--- src/rtl/fft_modulus_reader.sv ---
// Reads one FFT modulus frame from a sync FIFO, streams it out with bin indices,
// and reports the largest word of the frame together with its index.
module fft_modulus_reader #(
  parameter int DATA_WIDTH = 73,
  parameter int FRAME_LEN  = 1024,
  parameter int IDX_WIDTH  = 12
) (
  input  logic                  clk,
  input  logic                  rst,
  input  logic                  start,
  output logic                  busy,
  output logic                  fifo_rd_en,
  input  logic [DATA_WIDTH-1:0] fifo_rd_data,
  input  logic                  fifo_rd_empty,
  output logic                  m_valid,
  input  logic                  m_ready,
  output logic [DATA_WIDTH-1:0] m_data,
  output logic [IDX_WIDTH-1:0]  m_index,
  output logic                  m_last,
  output logic                  peak_valid,
  output logic [DATA_WIDTH-1:0] peak_value,
  output logic [IDX_WIDTH-1:0]  peak_index
);

  localparam int CNT_WIDTH = IDX_WIDTH + 1;
  localparam logic [CNT_WIDTH-1:0] READS_TOTAL = CNT_WIDTH'(FRAME_LEN);
  localparam logic [CNT_WIDTH-1:0] READS_LAST  = CNT_WIDTH'(FRAME_LEN - 1);
  localparam logic [IDX_WIDTH-1:0] INDEX_LAST  = IDX_WIDTH'(FRAME_LEN - 1);

  typedef enum logic [1:0] {
    IDLE  = 2'd0,
    READ  = 2'd1,
    DRAIN = 2'd2,
    DONE  = 2'd3
  } state_t;

  state_t                state;
  logic [CNT_WIDTH-1:0]  rd_count;
  logic [IDX_WIDTH-1:0]  out_index;
  logic                  in_flight;
  logic [1:0]            buf_count;
  logic [DATA_WIDTH-1:0] buf_head;
  logic [DATA_WIDTH-1:0] buf_tail;
  logic [DATA_WIDTH-1:0] run_peak;
  logic [IDX_WIDTH-1:0]  run_index;

  logic                  accept;
  logic                  reads_left;
  logic [2:0]            occupancy;
  logic                  take_peak;
  logic [DATA_WIDTH-1:0] next_peak;
  logic [IDX_WIDTH-1:0]  next_peak_index;

  assign m_valid = (buf_count != 2'd0);
  assign accept  = m_valid && m_ready;
  assign m_data  = buf_head;
  assign m_index = out_index;
  assign m_last  = m_valid && (out_index == INDEX_LAST);

  // The beat leaving this cycle frees its slot, which is what lets the
  // pipeline sustain one word per cycle without ever holding more than two.
  assign occupancy  = {2'b00, in_flight} + {1'b0, buf_count} - {2'b00, accept};
  assign reads_left = (rd_count < READS_TOTAL);
  assign fifo_rd_en = (state == READ) && !fifo_rd_empty && reads_left
                      && (occupancy < 3'd2);

  assign take_peak       = accept && ((out_index == '0) || (buf_head > run_peak));
  assign next_peak       = take_peak ? buf_head  : run_peak;
  assign next_peak_index = take_peak ? out_index : run_index;

  always_ff @(posedge clk or posedge rst) begin
    if (rst) begin
      state      <= IDLE;
      busy       <= 1'b0;
      rd_count   <= '0;
      out_index  <= '0;
      peak_valid <= 1'b0;
      peak_value <= '0;
      peak_index <= '0;
    end else begin
      peak_valid <= 1'b0;
      if (fifo_rd_en) begin
        rd_count <= rd_count + CNT_WIDTH'(1);
      end
      if (accept) begin
        out_index <= out_index + IDX_WIDTH'(1);
      end
      case (state)
        IDLE: begin
          if (start) begin
            state     <= READ;
            busy      <= 1'b1;
            rd_count  <= '0;
            out_index <= '0;
          end
        end
        READ: begin
          if (fifo_rd_en && (rd_count == READS_LAST)) begin
            state <= DRAIN;
          end
        end
        DRAIN: begin
          if (accept && m_last) begin
            state      <= DONE;
            peak_valid <= 1'b1;
            peak_value <= next_peak;
            peak_index <= next_peak_index;
          end
        end
        DONE: begin
          state <= IDLE;
          busy  <= 1'b0;
        end
        default: state <= IDLE;
      endcase
    end
  end

  // Two-entry skid buffer: head drives the stream, tail absorbs the word
  // that was already in flight when the consumer stalled.
  always_ff @(posedge clk or posedge rst) begin
    if (rst) begin
      in_flight <= 1'b0;
      buf_count <= 2'd0;
      buf_head  <= '0;
      buf_tail  <= '0;
      run_peak  <= '0;
      run_index <= '0;
    end else begin
      in_flight <= fifo_rd_en;
      if (take_peak) begin
        run_peak  <= buf_head;
        run_index <= out_index;
      end
      case ({accept, in_flight})
        2'b01: begin
          if (buf_count == 2'd0) begin
            buf_head <= fifo_rd_data;
          end else begin
            buf_tail <= fifo_rd_data;
          end
          buf_count <= buf_count + 2'd1;
        end
        2'b10: begin
          if (buf_count == 2'd2) begin
            buf_head <= buf_tail;
          end
          buf_count <= buf_count - 2'd1;
        end
        2'b11: begin
          if (buf_count == 2'd1) begin
            buf_head <= fifo_rd_data;
          end else begin
            buf_head <= buf_tail;
            buf_tail <= fifo_rd_data;
          end
        end
        default: ;
      endcase
    end
  end

endmodule

--- config.mk ---
export PLATFORM = sky130hd
export DESIGN_NAME = fft_modulus_reader
export DESIGN_NICKNAME = d
export VERILOG_FILES = /design/src/rtl/fft_modulus_reader.sv
export SDC_FILE = /design/constraint.sdc
export NUM_CORES = 1
export LEC_CHECK = 0
export BUFFER_PORTS_ARGS = -buffer_cell sky130_fd_sc_hd__buf_4
export CAP_MARGIN = 15
export CORE_ASPECT_RATIO = 0.6
export CORE_MARGIN = 4
export CORE_UTILIZATION = 50
export CTS_CLUSTER_SIZE = 30
export DETAILED_ROUTE_END_ITERATION = 8
export PLACE_DENSITY = 0.69
export SYNTH_ARGS = -nofsm -noshare
export SYNTH_HDL_FRONTEND = slang
export SYNTH_SLANG_ARGS = --single-unit
--- constraint.sdc ---
create_clock -name clk -period 19.8 [get_ports clk]
set_input_delay 1.98 -clock clk [delete_from_list [all_inputs] [get_ports clk]]
set_output_delay 1.98 -clock clk [all_outputs]
set_load 0.05 [all_outputs]
; Word level (Yosys, flattened, before mapping)
; Index checks and enable logic that the tools add are counted.
[totals]
in_bits = 78
regBits = 348
output_inout_bits = 175
word_cells = 86
[classes]
mux = 24
order_cmp = 3
add_sub_neg = 6
n_eq_ne = 17
reduce_logical = 23
[op_table]
columns = cell, count
row1 = $mux W73, 6
row2 = $pmux W73 S3, 1
row3 = $pmux W73 S2, 1
row4 = $gt A73 B73 Y1, 1
row5 = $mux W12, 4
row6 = $mux W13, 3
row7 = $add A13 B1 Y13 const B, 1
row8 = $eq A13 B10 Y1 const B, 1
row9 = $lt A13 B11 Y1 const B, 1
row10 = $add A12 B1 Y12 const B, 1
row11 = $eq A12 B10 Y1 const B, 1
row12 = $logic_not A12 Y1, 1
row13 = $ne A2 B2 Y1 const B, 6
row14 = $eq A2 B2 Y1 const B, 5
row15 = $reduce_and A3 Y1, 3
row16 = $logic_and A1 B1 Y1, 8
row17 = $pmux W2 S4, 1
row18 = $reduce_bool A2 Y1, 4
row19 = $eq A2 B1 Y1 const B, 3
row20 = $mux W2, 3
row21 = $logic_not A2 Y1, 2
row22 = $pmux W2 S2, 1
row23 = $reduce_and A2 Y1, 2
row24 = $add A1 B2 Y3, 1
row25 = other kinds (10), 12

; Logic depth before layout (Yosys ltp)
; Gate-level depths: netlist of the first run.
[depth]
depth_word = 8
ltp_mapped = 15
ltp_nobuf = 15

; Least setup slack after synthesis of the first run
; No wires, ideal clock.
[synth_path]
path_type = input port to output port
startpoint = input m_ready
endpoint = output fifo_rd_en
t_required_ps = 17820
t_arrival_ps = 4211
setup_slack_ps = 13609
stages = 7
n_path_buf = 0
cell_sequence = nand2_1 > clkinv_1 > ha_1 > nand2b_1 > fa_1 > nand3_1 > nor2_1
[synth_via]
elab_chain_len = 4
[synth_lines]
columns = item, line_no
row1 = "start, declared", 16  ; input logic m_ready,
row2 = $logic_and A1 B1 Y1, 55  ; assign accept = m_valid && m_ready;
row3 = $sub A3 B1 Y3, 62  ; assign occupancy = {2'b00, in_flight} + {1'b0, buf_count} - {2'b00, accept};
row4 = $lt A3 B2 Y1, 65  ; && (occupancy < 3'd2);
row5 = $logic_and A1 B1 Y1, 65
row6 = "end, declared", 12  ; output logic fifo_rd_en,
; Every way passes these cells.

; Worst setup path in the final report of the first run
; Same ends and word-level chain as after synthesis.

==> results.yml, run 1 <==
clock_tree:
  insertion_delay_ns: 0.52
  clkTransAtPathRegs_ns: 0.06
  hold_buffers: 0
  clockBufferDepth: 3
  clockRootBuffer: "clkbuf_16"
  tritoncts: "built"
  post_cts_buffers: 0
  h-tree-depth: 2
  cts_buffers: 35
  cts.sink_count: 348
  cts_resized: 0
setup_path:
  cp-start-kind: "input port"
  crit_type: "input port to output pin"
  cp_data_arrival_time_ns: 4.42
  cp_num_buf_inv: 3
  worstPathMaxFanout: 9
  crit_chain: "buf_4 > nand2_1 > clkinv_1 > ha_1 > nand2b_1 > fa_1 > nand3_1 > nor2_1 > buf_4"
  crit_path_end_kind: "output pin"
  cp_top_family: "adder cells"
  max_stage_delay_ns: 0.49
  cpMostUsedCell: "buf_4"
  crit_slowest_cell: "fa_1"
  required_ns: 17.82
global_routing:
  grt-ovfl-total: 0
  track_usage_pct: 22.5
  grt_max_degree: 128
  grt_pass1_vias: 11200
  grt_pass1_wl_mm: 63.0
  antenna_found_initial: 3
logic_synthesis:
  avgSynthCellArea_um2: 12.1
  synth_most_common_cell: "dfrtp_1"
  netlist_area_um2: 15800
  synth-seq-cells: 348
  synth-edff-count: 0
  synth-main-ff-cell: "dfrtp_1"
  synth_area_leader_cell: "dfrtp_1"
  synth_area_leaders: "dfrtp_1 (55%), mux2_2 (15%), ha_1 (7.0%)"
  syn_nets: 1472
  synth_top_area_share_pct: 55.1
  synth_top_cells_by_count: "dfrtp_1 (348), mux2_2 (204), nor2_1 (127)"
  yosys.cell_types.count: 41
  synth-seq-area-share_pct: 55.1
  synth_warnings: 0
  ys_async_sr_fraction_pct: 100
  syn_inst: 1305
place:
  io_buffers: 252
  place.gp.congestion: 0.807
  dp_hpwl_mm: 26.4
  placed_cells: 1923
  postPlaceCellArea_um2: 18100
  place_ws_ns: 13.40
cells_and_area:
  multi_input_area_um2: 6560
  area_growth_syn_to_layout_pct: 22.2
  fin_nets: 1711
  regArea_um2: 8710
  final_area_um2: 19300
  stdcell_count: 1989
  drive_gt1_share_pct: 35.8
  fill_cells: 2498
floorplanning:
  row_count: 50
  die_h_um: 146
  initial_core_util_pct: 50.8
  dieArea_um2: 34600
  ios: 253
  die_w_um: 238
  coreArea_um2: 31200
routing:
  drc: 0
  wl_per_cell_um: 19.7
  vias: 10800
  dr.first_iter.drc_count: 552
  vias_per_cell: 5.41
  dr.pass1.iters: 7
  antenna_left: 0
  wl_mm: 39.2
power:
  power_density_nw_per_um2: 176
  p_leak_nw: 9.42
  peakVddDrop_v: 0.000108
hold_path:
  min_path_type: "register to register"
sta:
  period_needed_ns: 6.40
  tns_ns: 0
  period_share_pct: 32.3
  hold_viol: 0
  rsz0062_at_grt: "false"
  final-setup-viol-count: 0
  finalWorstSetupSlack_ns: 13.40
  maxSlewHeadroom_pct: 28.2
  tightest_slew_ns: 1.08
  fin_worst_skew_ns: 0.00952
  slew_violations: 0
  clock.fmax_mhz: 156
job:
  maxCapViolations: 0
status:
  outcome: "finished, final reports clean"
-- cell type report --
cell class	count	share of cell area, %
Antenna cell	3	0.0388
Clock buffer	52	5.55
Clock inverter	11	0.693
Inverter	90	1.79
Multi-Input combinational cell	806	34.0
Sequential cell	348	45.1
Tap cell	416	2.69
Timing Repair Buffer	263	10.2
-- state kept, by name (all words and copies together) (netlist names) --
signal / flops
buf_count: 2
buf_tail: 73
busy: 1
in_flight: 1
m_data: 73
m_index: 12
peak_index: 12
peak_valid: 1
peak_value: 73
rd_count: 13
run_index: 12
run_peak: 73
state: 2
-- cell families after synthesis --
logic type                 share of synthesized area [%]
AOI/OAI and AO/OA                                   8.61
xor gates and xnor gates                            1.16
adders and majority gates                           7.09
buffers and inverters                               3.84
DFF                                                 55.1
muxes                                               17.6
and+or+nand+nor                                     6.68
-- per-layer routing --
| metal | GRT usage [%] | share of wire [%] | vias up |
|---|---|---|---|
| met5 | 0 | 0 | - |
| met3 | 4.66 | 5.4 | 56 |
| met2 | 34.2 | 45 | 231 |
| met1 | 33.2 | 47 | 5394 |
| li1 | - | - | 5079 |
| met4 | 5.95 | 2.2 | 0 |
-- cells in the final DEF, fill, tap and decap left out, drive strengths merged, types with 2 or more instances in the layout --
master / netlist / final
a221oi: 3 / 3
clkbuf: 51 / 52
mux2: 234 / 234
or3: 3 / 3
clkinv: 1 / 8
nor4: 5 / 5
a21o: 2 / 2
o21ai: 22 / 22
ha: 88 / 88
diode: 0 / 3
and4: 5 / 5
mux2i: 3 / 3
inv: 89 / 90
nand2: 40 / 40
nor2b: 3 / 3
a211oi: 5 / 5
xor2: 16 / 16
nand4: 19 / 19
nor3: 13 / 13
o211ai: 2 / 2
dfrtp: 348 / 348
o221ai: 2 / 2
bufinv: 0 / 3
a22oi: 74 / 74
nand3: 8 / 8
and3: 6 / 6
nor2: 127 / 127
xnor2: 5 / 5
and2: 4 / 4
a21oi: 108 / 108
buf: 10 / 263
-- worst min-delay path, stage by stage, from the launching register on --
cell	delay (ns)
dfrtp_1	0.34
nand2_1	0.05
o21ai_0	0.06
-- metrics by stage --
stage / hold slack, ns / util [%] / power (W)
6_report: 0.482 / 62.0 / 0.00340
3_3_place_gp: 0.466 / 58.1 / 0.00266
5_1_grt: 0.514 / 62.0 / 0.00365
2_1_floorplan: 0.465 / - / 0.00227
3_5_place_dp: 0.476 / 58.1 / 0.00273
4_1_cts: 0.491 / 62.0 / 0.00344
-- where the power goes --
| group | internal, W | leakage [nW] | switching (W) |
|---|---|---|---|
| registers | 0.000970 | 4.29 | 0.000203 |
| logic | 0.000621 | 4.52 | 0.000916 |
| clock network | 0.000415 | 0.602 | 0.000279 |
| total | 0.00201 | 9.42 | 0.00140 |
-- path summary, 6_finish.rpt --
kind                                      from              to  slack (ns)  cells past startpoint
worst max-delay path                   m_ready      fifo_rd_en       13.40                      9
worst min-delay path            peak_index[11]  peak_index[11]        0.48                      2
worst max register to register    buf_count[1]        state[1]       15.51                     14
worst min register to register  peak_index[11]  peak_index[11]        0.48                      2
max in group asynchronous                  rst    run_peak[46]       15.57                      4
min in group asynchronous                  rst     buf_tail[4]        1.64                      2
Note: power is estimated with default switching activity, not from simulation.
==> inputs of run 2 (changes only) <==
--- a/config.mk
+++ b/config.mk
@@ -12,7 +12,7 @@
 export CORE_UTILIZATION = 50
 export CTS_CLUSTER_SIZE = 30
 export DETAILED_ROUTE_END_ITERATION = 8
-export PLACE_DENSITY = 0.69
+export PLACE_DENSITY = 0.72
 export SYNTH_ARGS = -nofsm -noshare
 export SYNTH_HDL_FRONTEND = slang
 export SYNTH_SLANG_ARGS = --single-unit
==> constraint.sdc (replaced) <==
create_clock -name clk -period 5.8 [get_ports clk]
set_input_delay 0.58 -clock clk [delete_from_list [all_inputs] [get_ports clk]]
set_output_delay 0.58 -clock clk [all_outputs]
set_load 0.05 [all_outputs]
==> run 2 against run 1 <==
  * Critical endpoint is now state[1]
  * Routed wire length is essentially flat
  * Largest power group unchanged
  * Core utilization shrank 0.10 points
  * Final area shrank 0.16%
==> results.yml, run 2 (same netlist as run 1, synthesis figures left out) <==
routing:
  vias: 10900
  drc: 0
  vias_per_cell: 5.47
  dr.pass1.iters: 4
  wl_per_cell_um: 19.8
  wl_mm: 39.2
  antenna_left: 0
  dr.first_iter.drc_count: 632
place:
  dp_hpwl_mm: 26.6
  place.gp.congestion: 0.802
  io_buffers: 252
  placed_cells: 1923
sta:
  rsz0062_at_grt: "false"
  maxSlewHeadroom_pct: 24.9
  fin_worst_skew_ns: 0.0242
  final-setup-viol-count: 0
  tightest_slew_ns: 1.12
  clock.fmax_mhz: 215
  slew_violations: 0
  hold_viol: 0
  period_share_pct: 80.0
  period_needed_ns: 4.64
  tns_ns: 0
cells_and_area:
  fin_nets: 1712
  area_growth_syn_to_layout_pct: 22.0
  final_common_cell: "dfrtp_1"
  final_cell_mix: "dfrtp_1 (348), buf_4 (258), mux2_2 (204)"
  stdcell_count: 1983
  fill_cells: 2491
  drive_gt1_share_pct: 35.4
global_routing:
  grt-ovfl-total: 0
  grt_max_degree: 163
  antenna_found_initial: 1
  grt_pass1_wl_mm: 62.3
  track_usage_pct: 22.4
  grt_pass1_vias: 11100
setup_path:
  crit_chain: "inv_1 > ha_1 > inv_1 > nand2_1 > clkinv_1 > ha_1 > nand2b_1 > fa_1 > nand3_1 > nor2_1 > nand4_1 > o21ai_0 > o221ai_1 > mux2_2"
  worstPathMaxFanout: 9
  required_ns: 6.21
  crit_slowest_cell: "nor2_1"
  cp-startpoint: "buf_count[1]"
  crit-reg2reg-launch: "buf_count[1]"
  max_stage_delay_ns: 0.50
  crit_type: "register to register"
  crit_path_end_kind: "register"
  cp-start-kind: "register"
  cp_data_arrival_time_ns: 5.06
  ff2ff_path_depth: 14
hold_path:
  hp-start: "fifo_rd_data[0]"
  hold_path_depth: 2
  min_path_type: "input port to register"
power:
  power_density_nw_per_um2: 596
  intPower_w: 0.00672
  clkPwrFrac_pct: 19.1
  power_w: 0.0115
  seq_power_share_pct: 34.8
  comb_power_share_pct: 46.1
  p_leak_nw: 9.38
  p_sw_w: 0.00477
  peakVddDrop_v: 0.000354
  p_sw_share_pct: 41.5
clock_tree:
  h-tree-depth: 2
  clockBufferDepth: 3
  cts.sink_count: 348
  hold_buffers: 0
  cts_buffers: 34
  cts_resized: 0
  post_cts_buffers: 0
  clkTransAtPathRegs_ns: 0.06
  insertion_delay_ns: 0.53
  tritoncts: "built"
  clockRootBuffer: "clkbuf_16"
floorplanning:
  row_count: 50
  die_w_um: 238
  dieArea_um2: 34600
  ios: 253
  coreArea_um2: 31200
  initial_core_util_pct: 50.8
  die_h_um: 146
status:
  outcome: "finished, final reports clean"
job:
  maxCapViolations: 0
==> run 2: cell types whose count changed in the layout (fill, tap and decap cells not counted), sizes merged <==
| cell | delta |
|---|---|
| clkinvlp | +2 |
| dlygate4sd3 | +1 |
| bufinv | -1 |
| clkbuf | -2 |
| diode | -2 |
| buf | +1 |
| inv | -1 |
| clkinv | -4 |
==> run 2: final timing paths <==
kind	endpoint	slack, ns
max in group asynchronous	peak_value[46]	3.89
worst max register to register	state[1]	1.16
worst min-delay path	buf_tail[0]	0.29
min in group asynchronous	m_data[4]	0.51
worst max-delay path	state[1]	1.16
worst min register to register	peak_index[10]	0.49
==> run 2: layer usage <==
metal,vias up,GRT usage [%],wire length [µm]
li1,5073,-,-
met1,5487,33.0,18700
met2,252,34.4,17700
met3,43,4.73,2210
met4,0,5.34,633
met5,-,0,0
==> run 2: power groups by stage <==
stage / clock network [W] / logic [W] / registers [W]
6_report: 0.00220 / 0.00529 / 0.00400
5_1_grt: 0.00236 / 0.00580 / 0.00412
4_1_cts: 0.00226 / 0.00533 / 0.00400
3_5_place_dp: 0 / 0.00530 / 0.00403
3_3_place_gp: 0 / 0.00512 / 0.00399
2_1_floorplan: 0 / 0.00295 / 0.00480
==> run 2: critical path: cells and delay by family, from the launching register on <==
kind / cells / cell delay (ns)
AO/OA/AOI/OAI: 2 / 0.60
adder cells (fa/ha/maj): 3 / 1.06
buffers and inverters: 3 / 0.61
flip-flops: 1 / 0.46
multiplexers: 1 / 0.31
AND/OR/NAND/NOR: 5 / 1.47
==> run 2: final cells by class <==
class / instances / area [µm²] / share of cell area [%]
Antenna cell: 1 / 2.50 / 0.0130
Inverter: 90 / 342 / 1.77
Timing Repair Buffer: 265 / 2070 / 10.8
Tap cell: 416 / 520 / 2.70
Sequential cell: 348 / 8710 / 45.1
Clock buffer: 50 / 992 / 5.14
Multi-Input combinational cell: 806 / 6560 / 34.0
Clock inverter: 7 / 91.3 / 0.473
==> run 2: stage by stage <==
stage | hold WS, ns | utilization, % | setup WS, ns | cell area, µm²
3_3_place_gp | 0.468 | 58.3 | 1.45 | 18200
3_5_place_dp | 0.474 | 58.3 | 1.36 | 18200
2_1_floorplan | 0.465 | - | 0.562 | 15800
5_1_grt | 0.265 | 61.9 | 0.800 | 19300
4_1_cts | 0.262 | 61.8 | 1.20 | 19300
6_report | 0.291 | 61.9 | 1.16 | 19300
==> inputs of run 3 (changes only) <==
--- a/config.mk
+++ b/config.mk
@@ -12,7 +12,7 @@
 export CORE_UTILIZATION = 50
 export CTS_CLUSTER_SIZE = 30
 export DETAILED_ROUTE_END_ITERATION = 8
-export PLACE_DENSITY = 0.72
+export PLACE_DENSITY = 0.69
 export SYNTH_ARGS = -nofsm -noshare
 export SYNTH_HDL_FRONTEND = slang
 export SYNTH_SLANG_ARGS = --single-unit
==> constraint.sdc (replaced) <==
create_clock -name clk -period 4.8 [get_ports clk]
set_input_delay 0.48 -clock clk [delete_from_list [all_inputs] [get_ports clk]]
set_output_delay 0.48 -clock clk [all_outputs]
set_load 0.05 [all_outputs]
==> run 3 against run 2 <==
  * Routed wire length down 3.3%
  * Via count down 1.1%
  * Clock skew down 0.0084 ns
  * Critical path depth down 2
  * First-iteration DRC count down 13%
  * Register-to-register slack worse by 0.22 ns
  * Clock power up 20%
  * Total power up 20%
  * Global-route usage down 0.45 points
  * Highest routed layer unchanged
==> results.yml, run 3 (same netlist as run 1, synthesis figures left out) <==
status:
  outcome: "finished, final reports clean"
clock_tree:
  cts_resized: 0
  insertion_delay_ns: 0.52
  tritoncts: "built"
  h-tree-depth: 2
  cts.sink_count: 348
  clockBufferDepth: 3
  post_cts_buffers: 0
  hold_buffers: 0
  clockRootBuffer: "clkbuf_16"
  cts_buffers: 34
  clkTransAtPathRegs_ns: 0.06
power:
  p_sw_w: 0.00570
  intPower_w: 0.00808
  p_sw_share_pct: 41.4
  seq_power_share_pct: 35.0
  power_density_nw_per_um2: 715
  peakVddDrop_v: 0.000339
  p_leak_nw: 9.39
  comb_power_share_pct: 45.9
  clkPwrFrac_pct: 19.1
cells_and_area:
  fin_nets: 1713
  final_area_um2: 19300
  area_growth_syn_to_layout_pct: 22.0
  final_common_cell: "dfrtp_1"
  drive_gt1_share_pct: 35.7
  final_cell_mix: "dfrtp_1 (348), buf_4 (261), mux2_2 (204)"
sta:
  final-setup-viol-count: 0
  maxSlewHeadroom_pct: 33.5
  rsz0062_at_grt: "false"
  clock.fmax_mhz: 257
  fin_worst_skew_ns: 0.0158
  slew_violations: 0
  tightest_slew_ns: 0.998
  period_needed_ns: 3.88
  hold_viol: 0
  holdWs_ns: 0.173
  period_share_pct: 80.9
setup_path:
  required_ns: 4.32
  crit_type: "register to output pin"
  crit_path_end_kind: "output pin"
  cp-start-kind: "register"
  cp_data_arrival_time_ns: 3.40
  crit_slowest_cell: "fa_1"
  max_stage_delay_ns: 0.49
  cp_num_buf_inv: 5
  cp_top_family: "adder cells"
  crit_chain: "inv_1 > ha_1 > inv_1 > nand2_1 > clkinv_1 > ha_1 > nand2b_1 > fa_1 > nand3_1 > nor2_1 > buf_4 > buf_4"
  worstPathMaxFanout: 9
floorplanning:
  initial_core_util_pct: 50.8
  die_h_um: 146
  coreArea_um2: 31200
  die_w_um: 238
  dieArea_um2: 34600
  ios: 253
  row_count: 50
routing:
  drc: 0
  wl_per_cell_um: 19.1
  vias_per_cell: 5.40
  dr.first_iter.drc_count: 549
  vias: 10700
  dr.pass1.iters: 4
  antenna_left: 0
  wl_mm: 37.9
place:
  postPlaceCellArea_um2: 18200
  io_buffers: 252
  place.gp.congestion: 0.794
  dp_hpwl_mm: 25.7
global_routing:
  grt_pass1_vias: 11000
  antenna_found_initial: 1
  grt_pass1_wl_mm: 61.5
  grt_max_degree: 127
  grt-ovfl-total: 0
  track_usage_pct: 22.0
job:
  maxCapViolations: 0
hold_path:
  min_path_type: "input port to async pin"
## run 3: power by group through the flow
| stage | combinational [W] | clock (W) | sequential, W |
|---|---|---|---|
| after global routing | 0.00699 | 0.00284 | 0.00497 |
| after CTS | 0.00638 | 0.00271 | 0.00482 |
| final | 0.00633 | 0.00263 | 0.00482 |
| after detailed placement | 0.00634 | 0 | 0.00486 |
| after global placement | 0.00620 | 0 | 0.00482 |
| after floorplan | 0.00357 | 0 | 0.00580 |
## run 3: per-stage QoR
step / instances / util [%] / setup TNS (ns) / worst slack (ns) / power (W)
6_report: 1987 / 61.9 / 0 / 0.915 / 0.0138
5_1_grt: 1987 / 61.9 / 0 / 0.565 / 0.0148
4_1_cts: 1986 / 61.9 / 0 / 0.879 / 0.0139
3_5_place_dp: 1926 / 58.4 / 0 / 0.996 / 0.0112
3_3_place_gp: 1926 / 58.4 / 0 / 1.07 / 0.0110
2_1_floorplan: 1305 / - / -117.78 / -0.338 / 0.00937
## run 3: worst register-to-register path: cells and delay by family (launching register included)
family / cells / cell delay (ns)
compound gates: 2 / 0.50
mux: 1 / 0.30
buf+inv: 4 / 0.67
flops: 1 / 0.46
simple gates: 5 / 0.82
fa+ha+maj: 3 / 1.01
## run 3: cell type report
type                    instances  area, µm²
flip-flops and latches        348       8710
diodes                          1       2.50
fillers                      2517      11900
clock buffers                  51       1050
multi-input cells             806       6560
inverters                      90        342
repair buffers                266       2060
clock inverters                 9       47.5
well taps                     416        520
## run 3: path summary, 6_finish.rpt
path | from | slack [ns] | depth (start not counted) | endpoint
max | buf_count[1] | 0.92 | 12 | fifo_rd_en
min | rst | 0.17 | 2 | peak_index[1]
max reg2reg | buf_count[1] | 0.94 | 15 | state[1]
min reg2reg | peak_index[11] | 0.49 | 2 | peak_index[11]
max in group asynchronous | rst | 3.46 | 3 | peak_value[59]
min in group clk | fifo_rd_data[32] | 0.20 | 2 | buf_tail[32]
## run 3: routing by layer
| layer | wire, µm | GRT usage (%) | vias up | share of wire, % |
|---|---|---|---|---|
| met1 | 18500 | 33.4 | 5387 | 49 |
| met5 | 0 | 0 | - | 0 |
| li1 | - | - | 5063 | - |
| met2 | 16600 | 32.5 | 238 | 44 |
| met3 | 1900 | 4.36 | 51 | 5.0 |
| met4 | 825 | 5.63 | 0 | 2.2 |
